File: src/rtl/debounce_pkg.sv
// Shared types and the round-robin index search for the button debounce front end.
// Channel indices are carried in EVT_ID_W bits, so up to MAX_BTN channels are supported.
package debounce_pkg;
  localparam int MAX_BTN  = 64;
  localparam int EVT_ID_W = 6;
  localparam int IDX_W    = EVT_ID_W + 1;

  typedef enum logic {IDLE = 1'b0, PRESENT = 1'b1} arb_state_t;

  typedef struct packed {
    logic [EVT_ID_W-1:0] id;
    logic                press;
  } evt_t;

  typedef logic [IDX_W-1:0] idx_t;

  // First set bit of pend at or after ptr, wrapping modulo n; returns 0 when none is set.
  function automatic logic [EVT_ID_W-1:0] rr_pick(input logic [MAX_BTN-1:0]  pend,
                                                   input logic [EVT_ID_W-1:0] ptr,
                                                   input int                  n);
    logic                found;
    logic [EVT_ID_W-1:0] pick;
    idx_t                idx;
    found = 1'b0;
    pick  = '0;
    for (int k = 0; k < MAX_BTN; k++) begin
      idx = {1'b0, ptr} + idx_t'(k);
      if (idx >= idx_t'(n)) idx = idx - idx_t'(n);
      if (k < n && !found && pend[idx[EVT_ID_W-1:0]]) begin
        found = 1'b1;
        pick  = idx[EVT_ID_W-1:0];
      end
    end
    return pick;
  endfunction
endpackage

File: src/rtl/debounce_chan.sv
// One button channel: 2-flop synchroniser and a tick-sampled stable counter.
// o_evt_stb pulses in the cycle the debounced level toggles; o_evt_press is the new level.
module debounce_chan #(
  parameter int STABLE_CNT = 8
) (
  input  logic clk,
  input  logic rst_n,
  input  logic i_btn,
  input  logic i_tick,
  output logic o_state,
  output logic o_evt_stb,
  output logic o_evt_press
);
  localparam int CNT_W = $clog2(STABLE_CNT + 1);

  logic [1:0]       r_sync;
  logic [CNT_W-1:0] r_cnt;
  logic             r_state;
  logic             w_diff;

  assign w_diff      = r_sync[1] ^ r_state;
  assign o_evt_stb   = i_tick && w_diff && (r_cnt == CNT_W'(STABLE_CNT - 1));
  assign o_evt_press = ~r_state;
  assign o_state     = r_state;

  always_ff @(posedge clk or negedge rst_n) begin
    if (!rst_n) begin
      r_sync  <= '0;
      r_cnt   <= '0;
      r_state <= 1'b0;
    end else begin
      r_sync <= {r_sync[0], i_btn};
      if (i_tick) begin
        if (!w_diff) begin
          r_cnt <= '0;
        end else if (o_evt_stb) begin
          r_cnt   <= '0;
          r_state <= ~r_state;
        end else begin
          r_cnt <= r_cnt + 1'b1;
        end
      end
    end
  end
endmodule

File: src/rtl/debounce_arbiter.sv
// Debounces N_BTN buttons on one shared sample tick and serialises press/release events round-robin;
// the event port holds its data while evt_ready is low. DEBOUNCE_ARB_OVF_EN adds sticky overwrite flags.
module debounce_arbiter #(
  parameter int N_BTN      = 4,
  parameter int TICK_DIV   = 1000,
  parameter int STABLE_CNT = 8
) (
  input  logic                     clk,
  input  logic                     rst_n,
  input  logic [N_BTN-1:0]         btn,
  output logic [N_BTN-1:0]         btn_state,
  output logic                     evt_valid,
  input  logic                     evt_ready,
  output logic [$clog2(N_BTN)-1:0] evt_id,
  output logic                     evt_press
`ifdef DEBOUNCE_ARB_OVF_EN
  ,
  output logic [N_BTN-1:0]         ovf_flag,
  input  logic                     ovf_clr
`endif
);
  import debounce_pkg::*;

  localparam int ID_W   = $clog2(N_BTN);
  localparam int TCNT_W = (TICK_DIV > 1) ? $clog2(TICK_DIV) : 1;

  logic [TCNT_W-1:0]   r_tick_cnt;
  logic                w_tick;
  logic [N_BTN-1:0]    w_stb;
  logic [N_BTN-1:0]    w_press;
  logic [N_BTN-1:0]    w_clr;
  logic [N_BTN-1:0]    r_pend;
  logic [N_BTN-1:0]    r_pend_press;
  logic [MAX_BTN-1:0]  w_pend_ext;
  logic [EVT_ID_W-1:0] r_rr_ptr;
  logic [EVT_ID_W-1:0] w_pick;
  arb_state_t          r_state;
  evt_t                r_evt;
  logic                r_evt_vld;

  assign w_tick = (r_tick_cnt == TCNT_W'(TICK_DIV - 1));

  always_ff @(posedge clk or negedge rst_n) begin
    if (!rst_n)      r_tick_cnt <= '0;
    else if (w_tick) r_tick_cnt <= '0;
    else             r_tick_cnt <= r_tick_cnt + 1'b1;
  end

  for (genvar g = 0; g < N_BTN; g++) begin : g_chan
    debounce_chan #(.STABLE_CNT(STABLE_CNT)) u_chan (
      .clk        (clk),
      .rst_n      (rst_n),
      .i_btn      (btn[g]),
      .i_tick     (w_tick),
      .o_state    (btn_state[g]),
      .o_evt_stb  (w_stb[g]),
      .o_evt_press(w_press[g])
    );
  end

  always_comb begin
    w_pend_ext            = '0;
    w_pend_ext[N_BTN-1:0] = r_pend;
    w_pick                = rr_pick(w_pend_ext, r_rr_ptr, N_BTN);
    w_clr                 = '0;
    if (r_state == IDLE && |r_pend) w_clr[w_pick[ID_W-1:0]] = 1'b1;
  end

  // A fresh strobe beats the grant clear, so a same-cycle event on the granted channel stays pending.
  always_ff @(posedge clk or negedge rst_n) begin
    if (!rst_n) begin
      r_pend       <= '0;
      r_pend_press <= '0;
    end else begin
      r_pend       <= (r_pend & ~w_clr) | w_stb;
      r_pend_press <= (r_pend_press & ~w_stb) | (w_press & w_stb);
    end
  end

  always_ff @(posedge clk or negedge rst_n) begin
    if (!rst_n) begin
      r_state   <= IDLE;
      r_evt     <= '0;
      r_evt_vld <= 1'b0;
      r_rr_ptr  <= '0;
    end else begin
      case (r_state)
        IDLE: begin
          if (|r_pend) begin
            r_evt.id    <= w_pick;
            r_evt.press <= r_pend_press[w_pick[ID_W-1:0]];
            r_evt_vld   <= 1'b1;
            r_state     <= PRESENT;
          end
        end
        PRESENT: begin
          if (evt_ready) begin
            r_evt_vld <= 1'b0;
            r_rr_ptr  <= (r_evt.id == EVT_ID_W'(N_BTN - 1)) ? '0 : r_evt.id + 1'b1;
            r_state   <= IDLE;
          end
        end
        default: r_state <= IDLE;
      endcase
    end
  end

  assign evt_valid = r_evt_vld;
  assign evt_id    = r_evt.id[ID_W-1:0];
  assign evt_press = r_evt.press;

`ifdef DEBOUNCE_ARB_OVF_EN
  logic [N_BTN-1:0] r_ovf;

  always_ff @(posedge clk or negedge rst_n) begin
    if (!rst_n) r_ovf <= '0;
    else        r_ovf <= (ovf_clr ? '0 : r_ovf) | (w_stb & r_pend & ~w_clr);
  end

  assign ovf_flag = r_ovf;
`else
  // Without the flags an overwritten pending event is simply lost.
`endif
endmodule

File: config.mk
export PLATFORM = sky130hd
export DESIGN_NAME = debounce_arbiter
export DESIGN_NICKNAME = d
export VERILOG_FILES = /design/src/rtl/debounce_pkg.sv /design/src/rtl/debounce_chan.sv /design/src/rtl/debounce_arbiter.sv
export SDC_FILE = /design/constraint.sdc
export NUM_CORES = 1
export LEC_CHECK = 0
export BUFFER_PORTS_ARGS = -buffer_cell sky130_fd_sc_hd__buf_2
export CAP_MARGIN = 20
export CORE_MARGIN = 2
export CORE_UTILIZATION = 56
export CTS_CLUSTER_SIZE = 14
export DETAILED_ROUTE_END_ITERATION = 16
export PLACE_DENSITY = 0.76
export SYNTH_ARGS = -nofsm -noshare
export SYNTH_HDL_FRONTEND = slang
export SYNTH_SLANG_ARGS = --single-unit
File: constraint.sdc
create_clock -name clk -period 2.85 [get_ports clk]
set_input_delay 0 -clock clk [delete_from_list [all_inputs] [get_ports clk]]
set_output_delay 0 -clock clk [all_outputs]
set_load 0.05 [all_outputs]
## Word-level counts from Yosys, hierarchy flattened

Index checks and enable logic that the tools add are counted.
Widths: inputs -> output; s select.

- Input port bits: 7
- Output and inout bits: 8
- Register bits after elaboration: 61
- Logic and storage cells: 131

- Bitwise operators: 16
- Equality and inequality tests: 8
- Add/sub/neg operators: 13
- Muxes and demuxes: 40
- Magnitude comparators: 10
- Reductions and logical operators: 24

Operators with widths:

| kind | count |
|---|---|
| $mux 6 | 9 |
| $mux 4 | 9 |
| $lt 6x7->1 const B | 4 |
| $bmux 1 s6 | 4 |
| $sub 6x3->6 const B | 4 |
| $ge 7x3->1 const B | 3 |
| $add 4x1->4 const B | 4 |
| $eq 4x3->1 const B | 4 |
| $add 6x2->7 const B | 2 |
| $logic_and 1x1->1 | 13 |
| $mux 1 | 13 |
| $and 4x4->4 | 3 |
| $reduce_and 3->1 | 4 |
| $add 10x1->10 const B | 1 |
| $eq 10x10->1 const B | 1 |
| $mux 10 | 1 |
| $not 4->4 | 2 |
| $or 4x4->4 | 2 |
| $add 6x1->7 const B | 1 |
| $add 6x1->6 const B | 1 |
| $eq 6x2->1 const B | 1 |
| $ge 6x3->1 const B | 1 |
| $reduce_and 2->1 | 3 |
| $not 1->1 | 5 |
| other kinds (10) | 16 |

## Logic depth before layout (Yosys ltp)

Gate-level depths: netlist (run 1).

- Depth in word-level cells: 22
- Mapped depth: 16
- Depth with buffers taken out: 13

## Hierarchy

From an unflattened synthesis (run 1), not the netlist that was laid out.

- Cell total of the unflattened synthesis: 346
- Area total of the unflattened synthesis: 3,669.8 sq um

Modules (own cells, without submodules):

| module | instances | area an instance (sq um) | cells each |
|---|---|---|---|
| debounce_arbiter | 1 | 2,328.5 | 230 |
| debounce_chan | 4 | 335.3 | 29 |

## Least setup slack after synthesis (run 1)

OpenSTA, ideal clock, no wires.

- Kind: reg-to-reg
- Start: reg r_rr_ptr[0]
- End: reg r_evt (netlist bit evt_press)
- Stages on the path, launching flop included: 16
- Data required time: 2,712 ps
- Setup time: 138 ps
- Path slack: -106 ps
- Arrival: 2,818 ps
- Period minus slack after synthesis: 2,956 ps
- Cells stage by stage: dfrtp_1 -> buf_4 -> inv_1 -> ha_1 -> clkbuf_1 -> xnor2_1 -> ha_1 -> o211a_1 -> o21ai_0 -> o41ai_1 -> a211oi_2 -> a311oi_1 -> or2_1 -> buf_4 -> mux2i_1 -> o221ai_1

- Cells in the longest elaborated chain, start to end: 16
- Elaborated cells between the ends (all ways): 38
- Classes of those cells: 7 x add/sub; 4 x order compare; 21 x mux; 6 x reduce/logical

Ends and longest elaborated chain:

| what | line | source |
|---|---|---|
| start: declaration | debounce_arbiter.sv:35 | `logic [EVT_ID_W-1:0] r_rr_ptr;` |
| start signal: assignment | debounce_arbiter.sv:99 | `r_rr_ptr <= (r_evt.id == EVT_ID_W'(N_BTN - 1)) ? '0 : r_evt.id + 1'b1;` |
| parallel branches: the longest is 13 deep, another holds $add 6x1->7 | - |  |
| $mux 6 * | debounce_pkg.sv:29 | `if (k < n && !found && pend[idx[EVT_ID_W-1:0]]) begin` |
| $bmux 1 s2 * | debounce_arbiter.sv:91 | `r_evt.press <= r_pend_press[w_pick[ID_W-1:0]];` |
| $mux 1 (implied by the code) * | debounce_arbiter.sv:91 |  |
| end: declaration | debounce_arbiter.sv:38 | `evt_t r_evt;` |

Mark *: on every way between the ends. The select of a mux whose other input is x is not followed.
A chain may end at the register's enable or synchronous reset.

## Worst setup path after layout (run 1)

- Start: reg r_rr_ptr[1]
- End: reg r_evt (netlist bit evt_press)

The elaborated chain is that of the path after synthesis.

==> results of run 1 <==
==> cell type report <==
cell class | instances | area (um^2)
multi-input combinational | 283 | 2260
fill | 391 | 1500
sequential | 58 | 1460
timing repair buffer | 61 | 470
clock buffer | 14 | 163
tap | 75 | 93.8
inverter | 11 | 43.8
clock inverter | 2 | 35.0
==> worst max-delay path by stage <==
stage | startpoint | endpoint | slack [ns] | cells after the start
3_5_place_dp | r_rr_ptr[1]$_DFFE_PN0P_ | evt_press$_DFFE_PN0P_ | -0.21 | 12
3_3_place_gp | r_rr_ptr[1]$_DFFE_PN0P_ | evt_press$_DFFE_PN0P_ | -0.16 | 12
2_1_floorplan | r_rr_ptr[1]$_DFFE_PN0P_ | evt_press$_DFFE_PN0P_ | -0.05 | 15
4_1_cts | r_rr_ptr[2]$_DFFE_PN0P_ | r_pend[3]$_DFF_PN0_ | -0.04 | 12
6_report | r_rr_ptr[1]$_DFFE_PN0P_ | evt_press$_DFFE_PN0P_ | -0.16 | 13
5_1_grt | r_rr_ptr[2]$_DFFE_PN0P_ | evt_press$_DFFE_PN0P_ | -0.29 | 13
==> sequential cells by signal (all words and copies together) (netlist names), named ones only <==
register,cells
g_chan.u_chan.o_state,1
r_pend,4
g_chan.u_chan.r_cnt,16
r_state,1
evt_press,1
evt_id,2
g_chan.u_chan.r_sync,8
evt_valid,1
r_tick_cnt,10
r_rr_ptr,6
r_evt,4
==> routing by layer <==
layer,track usage (%),routed length [um],vias to the layer above
met4,13.5,299,0
met2,40.9,4330,54
met5,0,0,-
met1,27.2,3250,1413
li1,-,-,1402
met3,3.88,197,27
==> logic make-up after synthesis <==
family                   after synthesis  share of synthesized area, %
flip-flops                            58                          41.1
buffers and inverters                 32                          4.74
AO/OA/AOI/OAI                         73                          13.7
AND/OR/NAND/NOR                      145                          20.5
multiplexers                           9                          3.75
adder cells (fa/ha/maj)               22                          7.79
XOR/XNOR                              34                          8.42
==> cells in the final DEF, fill, tap and decap left out, drive strengths merged, types with 8 or more instances in the layout <==
cell type,netlist,layout
nor2,31,31
and2,8,8
nand3,20,20
a21oi,11,11
nand2,49,49
clkbuf,6,14
dfrtp,58,58
inv,11,11
ha,22,22
buf,15,55
xnor2,19,19
o21ai,28,28
xor2,15,15
==> worst max-delay path: cells and delay by family (launching register included) <==
kind	cells	cell delay, ns
compound gates	4	0.69
fa+ha+maj	2	0.37
buf+inv	1	0.20
flops	1	0.45
mux	1	0.19
simple gates	5	0.97
==> power breakdown <==
group          switching (W)  leakage, nW  internal [W]
Clock               0.000312        0.101      0.000451
Combinational       0.000167         1.17      0.000162
Sequential         0.0000113        0.763      0.000834
==> synth_stat cells (all sizes together), types with 2 or more instances <==
master / instances / area share, %
a311oi: 2 / 0.50
xnor2: 19 / 4.7
a221oi: 2 / 0.50
nor3: 5 / 0.71
buf: 15 / 2.9
xor2: 15 / 3.7
nand4b: 2 / 0.50
o21a: 3 / 0.64
and3: 3 / 0.53
a22o: 3 / 0.74
mux2i: 5 / 1.4
nand2b: 5 / 0.88
nand4: 5 / 0.88
nand3b: 2 / 0.42
o311ai: 2 / 0.71
o41ai: 3 / 0.74
nor2: 31 / 3.5
ha: 22 / 7.8
o211a: 2 / 0.57
nor3b: 2 / 0.57
clkbuf: 6 / 0.64
dfrtp: 58 / 41
o31ai: 4 / 0.85
a21boi: 2 / 0.42
a21oi: 11 / 1.6
mux4: 3 / 2.0
nor2b: 4 / 0.71
a31oi: 2 / 0.35
inv: 11 / 1.2
o21ai: 28 / 4.0
nand2: 49 / 5.2
a211o: 3 / 0.74
or3: 2 / 0.35
and2: 8 / 1.5
nand3: 20 / 2.8
==> stage by stage <==
step / util, % / total power, W / setup WS (ns) / instances / TNS (ns)
floorplan: - / 0.00100 / -0.0458 / 373 / -0.0500
global placement: 63.4 / 0.00107 / -0.156 / 467 / -0.522
detailed placement: 63.4 / 0.00108 / -0.215 / 467 / -1.04
CTS: 70.6 / 0.00187 / -0.0441 / 496 / -0.0781
global route: 75.1 / 0.00201 / -0.292 / 504 / -1.72
finish: 75.1 / 0.00194 / -0.158 / 504 / -0.646
==> repair_timing <==
action                     4_1_cts  5_1_grt
hold endpoints to repair        52        0
setup buffers                    7        7
pin swaps                       19       15
setup endpoints to repair        7        7
gates resized for setup         26       31
cloned                           0        0
hold buffers                     6        0
==> impl_metrics.tcl, run 1 <==
set metrics [dict create \
    fmax_ghz 0.332 \
    hpwl_mm 5.27 \
    num_rows 28 \
    syn-mean-instance-area_um2 9.48 \
    grt_usage_pct 23.5 \
    fin_hold_ws_ns 0.0331 \
    rsz0062_at_grt "true" \
    cts_root_buffer "clkbuf_8" \
    wl_per_cell_um 16.0 \
    hold_class "input port to asynchronous set/reset pin" \
    crit_path_end_kind "register" \
    cpPeakStageDelay_ns 0.45 \
    cts_buffer_depth 2 \
    routed_wl_mm 8.08 \
    drt_iter0_drc 109 \
    layout.nets 453 \
    cts_tree "built" \
    io_pins 15 \
    worst_pin_slew_ns 0.612 \
    ir_worst_vdd_mv 0.369 \
    drv_cap 0 \
    numCtsBuffers 9 \
    seq_area_frac_synth_pct 41.1 \
    path_max_fanout 6 \
    setup_ws_ns -0.158 \
    dieArea_um2 6960 \
    fp.dieW_um 83.4 \
    initial_core_util_pct 58.7 \
    vias 2896 \
    grt_max_degree 49 \
    fin_area_um2 4520 \
    viasPerCell 5.75 \
    r2r_setup_slack_ns -0.16 \
    outcome "finished, violations left" \
    cts.sinks 58 \
    critical_path_arrival_ns 3.21 \
    p_leak_nw 2.03 \
    diodes 0 \
    grt_pass1_vias 2956 \
    drive_gt1_share_pct 29.6 \
    rr_endpoint "evt_press$_DFFE_PN0P_" \
    slew_headroom_pct 58.9 \
    cp-start-kind "register" \
    synth.cell_area_um2 3530 \
    power.density_nw_per_um2 428 \
    final_hold_viol_count 0 \
    synth_nets 402 \
    synth_edf_count 0 \
    placement.cell_area_um2 3820 \
    area.growth.synth_to_final_pct 28.0 \
    r2r_cells 13 \
    clock_latency_ns 0.34 \
    skew_ns 0.0124 \
    worstPathRequired_ns 3.06 \
    post-route-min-period_ns 3.01 \
    gp_congestion 0.934 \
    htreeDepth 3 \
    synth_seq_cells 58 \
    synthArstFlopShare_pct 100 \
    crit_chain "ha_4 > and3b_2 > nor2_4 > ha_4 > and2_4 > a311oi_2 > nand4_1 > buf_4 > a221oi_4 > a311oi_4 > or2_4 > mux2i_1 > o221ai_2" \
    grt_pass1_wl_mm 13.2 \
    die_h_um 83.4 \
    clk_pin_slew_ns 0.06 \
    synth.distinct_cells 60 \
    final-setup-viol-count 7 \
    core_area_um2 6030 \
    r2r_start "r_rr_ptr[1]$_DFFE_PN0P_" \
    finalCritPeriodShare_pct 106 \
    ys.flop_type "dfrtp_1" \
    synthCells 373 \
    crit_slowest_cell "dfrtp_2" \
    violations "negative setup slack" \
    crit_top_cell "ha_4" \
    drv_slew 0 \
    drcViolationCount 0 \
    crit_type "register to register" \
    yosysWarnings 0 \
    postRouteAntennaNets 0 \
    port_buffers 14 \
    first_pass_iters 4 \
    antenna_found_initial 0 \
    overflow 0 \
]
Power figures use the tool's default switching activity.
==> run 2: changes to the inputs <==
--- a/config.mk
+++ b/config.mk
@@ -7,7 +7,7 @@
 export LEC_CHECK = 0
 export BUFFER_PORTS_ARGS = -buffer_cell sky130_fd_sc_hd__buf_2
 export CAP_MARGIN = 20
-export CORE_MARGIN = 2
+export CORE_MARGIN = 4
 export CORE_UTILIZATION = 56
 export CTS_CLUSTER_SIZE = 14
 export DETAILED_ROUTE_END_ITERATION = 16
==> run 2 against run 1 <==
  * The run still ends with negative setup slack left
  * Total power up 6.4%
  * Sequential power up 0.6%
  * Critical path depth unchanged
  * Cell area down 1.6%
  * Cell count down 0.60%
  * Fmax about the same
  * Clock power up 23%
  * Setup slack better by 0.0013 ns
  * Highest routed layer unchanged
==> impl_metrics.tcl, run 2 (synthesis results as in run 1) <==
set metrics [dict create \
    outcome "finished, violations left" \
    violations "negative setup slack" \
    drv_cap 0 \
    setup_ws_ns -0.156 \
    ir_worst_vdd_mv 0.579 \
    first_pass_iters 4 \
    slew_headroom_pct 34.1 \
    power.density_nw_per_um2 463 \
    met3_length_um 258 \
    clk_pin_slew_ns 0.07 \
    regArea_um2 1460 \
    fp.dieW_um 87.4 \
    hold_class "input port to register" \
    crit_slowest_cell "or4_4" \
    cts_root_buffer "clkbuf_8" \
    r2r_setup_slack_ns -0.16 \
    crit_family "simple AND/OR/NAND/NOR gates" \
    gp_congestion 0.821 \
    routed_wl_mm 7.62 \
    layout.nets 450 \
    grt_usage_pct 21.7 \
    worst_pin_slew_ns 0.988 \
    worstPathRequired_ns 3.07 \
    initial_core_util_pct 58.7 \
    skew_ns 0.00970 \
    cpPeakStageDelay_ns 0.49 \
    rsz0062_at_grt "true" \
    htreeDepth 3 \
    rr_endpoint "r_pend[3]$_DFF_PN0_" \
    final_cell_mix "54 x dfrtp_1, 49 x nand2_1, 32 x buf_4" \
    p_leak_nw 2.03 \
    final-setup-viol-count 6 \
    numCtsBuffers 9 \
    area.growth.synth_to_final_pct 25.9 \
    hpwl_mm 5.13 \
    crit_type "register to register" \
    port_buffers 14 \
    finalCritPeriodShare_pct 105 \
    num_rows 28 \
    crit_chain "ha_4 > buf_6 > xnor2_4 > ha_2 > xor2_1 > xnor2_1 > nor3_1 > o211ai_1 > buf_4 > or4_4 > o311ai_4 > nor3b_2 > o21ai_1" \
    overflow 0 \
    fin_cells 501 \
    diodes 0 \
    largest_register "g_chan.u_chan.r_cnt" \
    top_regs "g_chan.u_chan.r_cnt: 16 flops, r_tick_cnt: 10 flops, g_chan.u_chan.r_sync: 8 flops" \
    cts_buffer_depth 2 \
    final_hold_viol_count 0 \
    core_area_um2 6030 \
    power.total_w 0.00206 \
    largest_reg_flops 16 \
    viasPerCell 5.70 \
    drcViolationCount 0 \
    grt_pass1_wl_mm 12.9 \
    io_pins 15 \
    grt_max_degree 46 \
    min-delay-start "btn[0]" \
    hold_end "g_chan[0].u_chan.r_sync[0]$_DFF_PN0_" \
    final_common_cell "dfrtp_1" \
    met2WireLength_mm 3.96 \
    multi_input_area_um2 2160 \
    antenna_found_initial 0 \
    place_inst 468 \
    fillers 415 \
    hold_path_depth 2 \
    dieArea_um2 7650 \
    cts.sinks 58 \
    r2r_start "r_rr_ptr[1]$_DFFE_PN0P_" \
    drive_gt1_share_pct 27.7 \
    path_max_fanout 6 \
    postRouteAntennaNets 0 \
    fmax_ghz 0.333 \
    critical_path_arrival_ns 3.23 \
    drt_iter0_drc 111 \
    r2r_cells 13 \
    cts_tree "built" \
    grt_pass1_vias 2821 \
    crit_path_end_kind "register" \
    cp_num_buf_inv 2 \
    vias 2856 \
    wl_met1_mm 3.28 \
    clock_latency_ns 0.34 \
    cp-start-kind "register" \
    drv_slew 0 \
    post-route-min-period_ns 3.01 \
    wl_per_cell_um 15.2 \
    die_h_um 87.4 \
    top_layer "met4" \
]
## run 2: changes by cell type in the layout (fill, tap and decap cells not counted), moves of 2 or more
| cell | before | now |
|---|---|---|
| buf_4 | 37 | 32 |
| a21oi_1 | 7 | 10 |
| buf_6 | 2 | 5 |
| clkbuf_1 | 3 | 0 |
| a21oi_2 | 3 | 1 |
| bufinv_16 | 1 | 3 |
| ha_4 | 7 | 5 |
| xor2_1 | 11 | 13 |
## run 2: worst reg2reg max path, cell delays in order, from the launching register on
cell      delay (ns)
dfrtp_2         0.45
ha_4            0.19
buf_6           0.13
xnor2_4         0.18
ha_2            0.20
xor2_1          0.19
xnor2_1         0.09
nor3_1          0.17
o211ai_1        0.20
buf_4           0.19
or4_4           0.49
o311ai_4        0.11
nor3b_2         0.23
o21ai_1         0.09
## run 2: area by class of cell
class	instances	share of cell area, %
repair buffers	58	10.0
inverters	11	1.04
clock buffers	11	3.40
flip-flops and latches	58	32.7
well taps	75	2.11
multi-input cells	283	48.4
clock inverters	5	2.25
## run 2: through the flow
stage	hold WS, ns	setup TNS (ns)	instance area, um^2	setup slack [ns]	utilization, %
finish	0.306	-0.780	4450	-0.156	73.9
global route	0.315	-1.59	4450	-0.305	73.9
CTS	0.290	-0.387	4350	-0.106	72.3
detailed placement	0.109	-1.49	3820	-0.331	63.5
global placement	0.108	-0.878	3820	-0.223	63.5
floorplan	-0.296	-0.0500	3600	-0.0458	-
## run 2: worst max path at each step
stage	from	to	slack [ns]	depth (start not counted)
floorplan	r_rr_ptr[1]$_DFFE_PN0P_	evt_press$_DFFE_PN0P_	-0.05	15
global placement	r_rr_ptr[1]$_DFFE_PN0P_	evt_press$_DFFE_PN0P_	-0.22	12
detailed placement	r_rr_ptr[1]$_DFFE_PN0P_	evt_press$_DFFE_PN0P_	-0.33	12
CTS	r_rr_ptr[1]$_DFFE_PN0P_	evt_press$_DFFE_PN0P_	-0.11	15
global route	r_rr_ptr[2]$_DFFE_PN0P_	r_pend[3]$_DFF_PN0_	-0.31	13
finish	r_rr_ptr[1]$_DFFE_PN0P_	r_pend[3]$_DFF_PN0_	-0.16	13
## run 2: timing repair
action | CTS | global route
hold buffers | 6 | 0
pin swaps | 20 | 19
setup buffers | 4 | 7
hold endpoints to repair | 49 | 0
gates resized for setup | 32 | 10
setup endpoints to repair | 7 | 7
## run 2: power breakdown
part	internal (W)	leakage (nW)	switching (W)
Clock	0.000625	0.129	0.000314
Sequential	0.000835	0.762	0.0000166
Combinational	0.000135	1.14	0.000137
## run 2: per-layer routing
layer  up-vias  global-route usage [%]
met5         -                       0
met4         0                    9.48
met3        10                    5.11
met2        64                    37.3
met1      1379                    25.8
li1       1403                       -
==> run 3: changes to the inputs <==
==> constraint.sdc (replaced) <==
create_clock -name clk -period 2.85 [get_ports clk]
set_input_delay 0.285 -clock clk [delete_from_list [all_inputs] [get_ports clk]]
set_output_delay 0.285 -clock clk [all_outputs]
set_load 0.05 [all_outputs]
==> run 3 against run 2 <==
  * Cell area decreased by 4.4%
  * Count of clock-buffer cells in the layout grew 2
  * First-iteration DRC count increased by 27%
  * The flow still finishes with violations (negative setup slack)
  * Flip-flop and latch count is the same
  * Via count is 1.6% lower
  * Register-to-register slack improved by 0.02 ns
  * Clock skew hardly changed
  * Global-route usage is 0.28 points lower
  * Sequential share of layout area increased by 1.5 points
==> impl_metrics.tcl, run 3 (synthesis results as in run 1) <==
set metrics [dict create \
    dieArea_um2 7650 \
    drt_iter0_drc 141 \
    met3_length_um 267 \
    die_h_um 87.4 \
    slew_headroom_pct 61.3 \
    final_common_cell "dfrtp_1" \
    numCtsBuffers 9 \
    antenna_found_initial 0 \
    io_pins 15 \
    routed_wl_mm 7.40 \
    r2r_start "r_rr_ptr[1]$_DFFE_PN0P_" \
    tns_ns -0.433 \
    core_area_um2 6030 \
    hpwl_mm 5.18 \
    gp_congestion 0.811 \
    wl_met1_mm 3.17 \
    viasPerCell 5.76 \
    cts.sinks 58 \
    first_pass_iters 4 \
    crit_path_end_kind "register" \
    final_hold_viol_count 0 \
    cp-start-kind "register" \
    drcViolationCount 0 \
    rr_endpoint "r_pend[2]$_DFF_PN0_" \
    finalCritPeriodShare_pct 105 \
    final-setup-viol-count 5 \
    final_cell_mix "54 x dfrtp_1, 49 x nand2_1, 29 x nor2_1" \
    fillers 437 \
    drv_cap 0 \
    worst_pin_slew_ns 0.576 \
    clk_pin_slew_ns 0.07 \
    path_max_fanout 6 \
    rsz0062_at_grt "true" \
    crit_type "register to register" \
    cts_tree "built" \
    grt_usage_pct 21.4 \
    largest_register "g_chan.u_chan.r_cnt" \
    p_leak_nw 1.94 \
    top_layer "met4" \
    grt_pass1_vias 2830 \
    worstPathRequired_ns 3.06 \
    fin_cells 488 \
    power.density_nw_per_um2 424 \
    critical_path_arrival_ns 3.20 \
    placement.cell_area_um2 3820 \
    r2r_cells 13 \
    drv_slew 0 \
    violations "negative setup slack" \
    clock_latency_ns 0.33 \
    diodes 0 \
    setup_ws_ns -0.139 \
    layout.nets 438 \
    wl_per_cell_um 15.2 \
    ir_worst_vdd_mv 0.433 \
    power.total_w 0.00181 \
    drive_gt1_share_pct 26.9 \
    place_inst 467 \
    area.growth.synth_to_final_pct 20.4 \
    port_buffers 14 \
    num_rows 28 \
    fin_area_um2 4260 \
    htreeDepth 3 \
    fmax_ghz 0.335 \
    cts_root_buffer "clkbuf_8" \
    postRouteAntennaNets 0 \
    vias 2810 \
    cts_buffer_depth 2 \
    overflow 0 \
    post-route-min-period_ns 2.99 \
    met2WireLength_mm 3.76 \
    fin_util_pct 70.6 \
    hold_class "input port to register" \
    skew_ns 0.00979 \
    top_regs "g_chan.u_chan.r_cnt: 16 flops, r_tick_cnt: 10 flops, g_chan.u_chan.r_sync: 8 flops" \
    cp-startpoint "r_rr_ptr[1]$_DFFE_PN0P_" \
    crit_end "r_pend[2]$_DFF_PN0_" \
    r2r_setup_slack_ns -0.14 \
    outcome "finished, violations left" \
    fp.dieW_um 87.4 \
    grt_pass1_wl_mm 12.9 \
    largest_reg_flops 16 \
    grt_max_degree 24 \
    initial_core_util_pct 58.7 \
]
==> run 3: changes by cell type in the layout (fill, tap and decap cells not counted), sizes merged <==
cell,previous run,this run
clkbuf,11,13
bufinv,3,0
dlygate4sd3,6,1
buf,52,45
==> run 3: through the flow <==
stage	hold slack, ns	setup WS [ns]
3_3_place_gp	0.211	-0.204
2_1_floorplan	-0.0106	-0.0458
4_1_cts	0.0507	-0.0834
6_report	0.0625	-0.139
3_5_place_dp	0.220	-0.259
5_1_grt	0.0482	-0.269
==> run 3: routing by layer <==
layer	vias to the layer above	global-route usage (%)
met2	60	36.8
met3	23	4.35
met4	0	8.65
met1	1353	26.2
met5	-	0
li1	1374	-
==> run 3: how the worst min path moves through the flow <==
stage           start                                    to  depth (start not counted)
4_1_cts        btn[1]  g_chan[1].u_chan.r_sync[0]$_DFF_PN0_                          1
2_1_floorplan   rst_n            asynchronous set/reset pin                          0
5_1_grt        btn[3]  g_chan[3].u_chan.r_sync[0]$_DFF_PN0_                          1
3_3_place_gp    rst_n                     r_state$_DFF_PN0_                          1
3_5_place_dp    rst_n                  r_evt[5]$_DFFE_PN0P_                          1
6_report       btn[1]  g_chan[1].u_chan.r_sync[0]$_DFF_PN0_                          1
==> run 3: critical path: stages, from the launching register on <==
cell and delay, ns:
dfrtp_2 0.46, ha_4 0.20, and3b_2 0.24, nor2_4 0.12, ha_1 0.16, nand3_1 0.09, a211o_1 0.32, nand4_1 0.13
buf_4 0.15, a21oi_2 0.06, or4_4 0.44, o311ai_4 0.12, nand3b_1 0.14, a22o_1 0.22
==> run 3: repair_timing <==
| item | 4_1_cts | 5_1_grt |
|---|---|---|
| pin swaps | 14 | 25 |
| hold endpoints to repair | 14 | 0 |
| hold buffers | 1 | 0 |
| setup buffers | 1 | 4 |
| resized for setup | 23 | 17 |
| endpoints found under the setup margin | 7 | 7 |
==> run 3: layout make-up <==
class                      count  area [um^2]  share of cell area [%]
clock buffer                  13          179                    4.20
clock inverter                 2         10.0                   0.235
inverter                      11         43.8                    1.03
multi-input combinational    283         2150                    50.5
sequential                    58         1460                    34.2
tap                           75         93.8                    2.20
timing repair buffer          46          324                    7.61
==> run 3: report_power, final <==
part	internal (W)	total, W	switching [W]	leakage [nW]
clock network	0.000402	0.000703	0.000300	0.101
logic	0.000120	0.000251	0.000131	1.08
registers	0.000835	0.000851	0.0000167	0.762
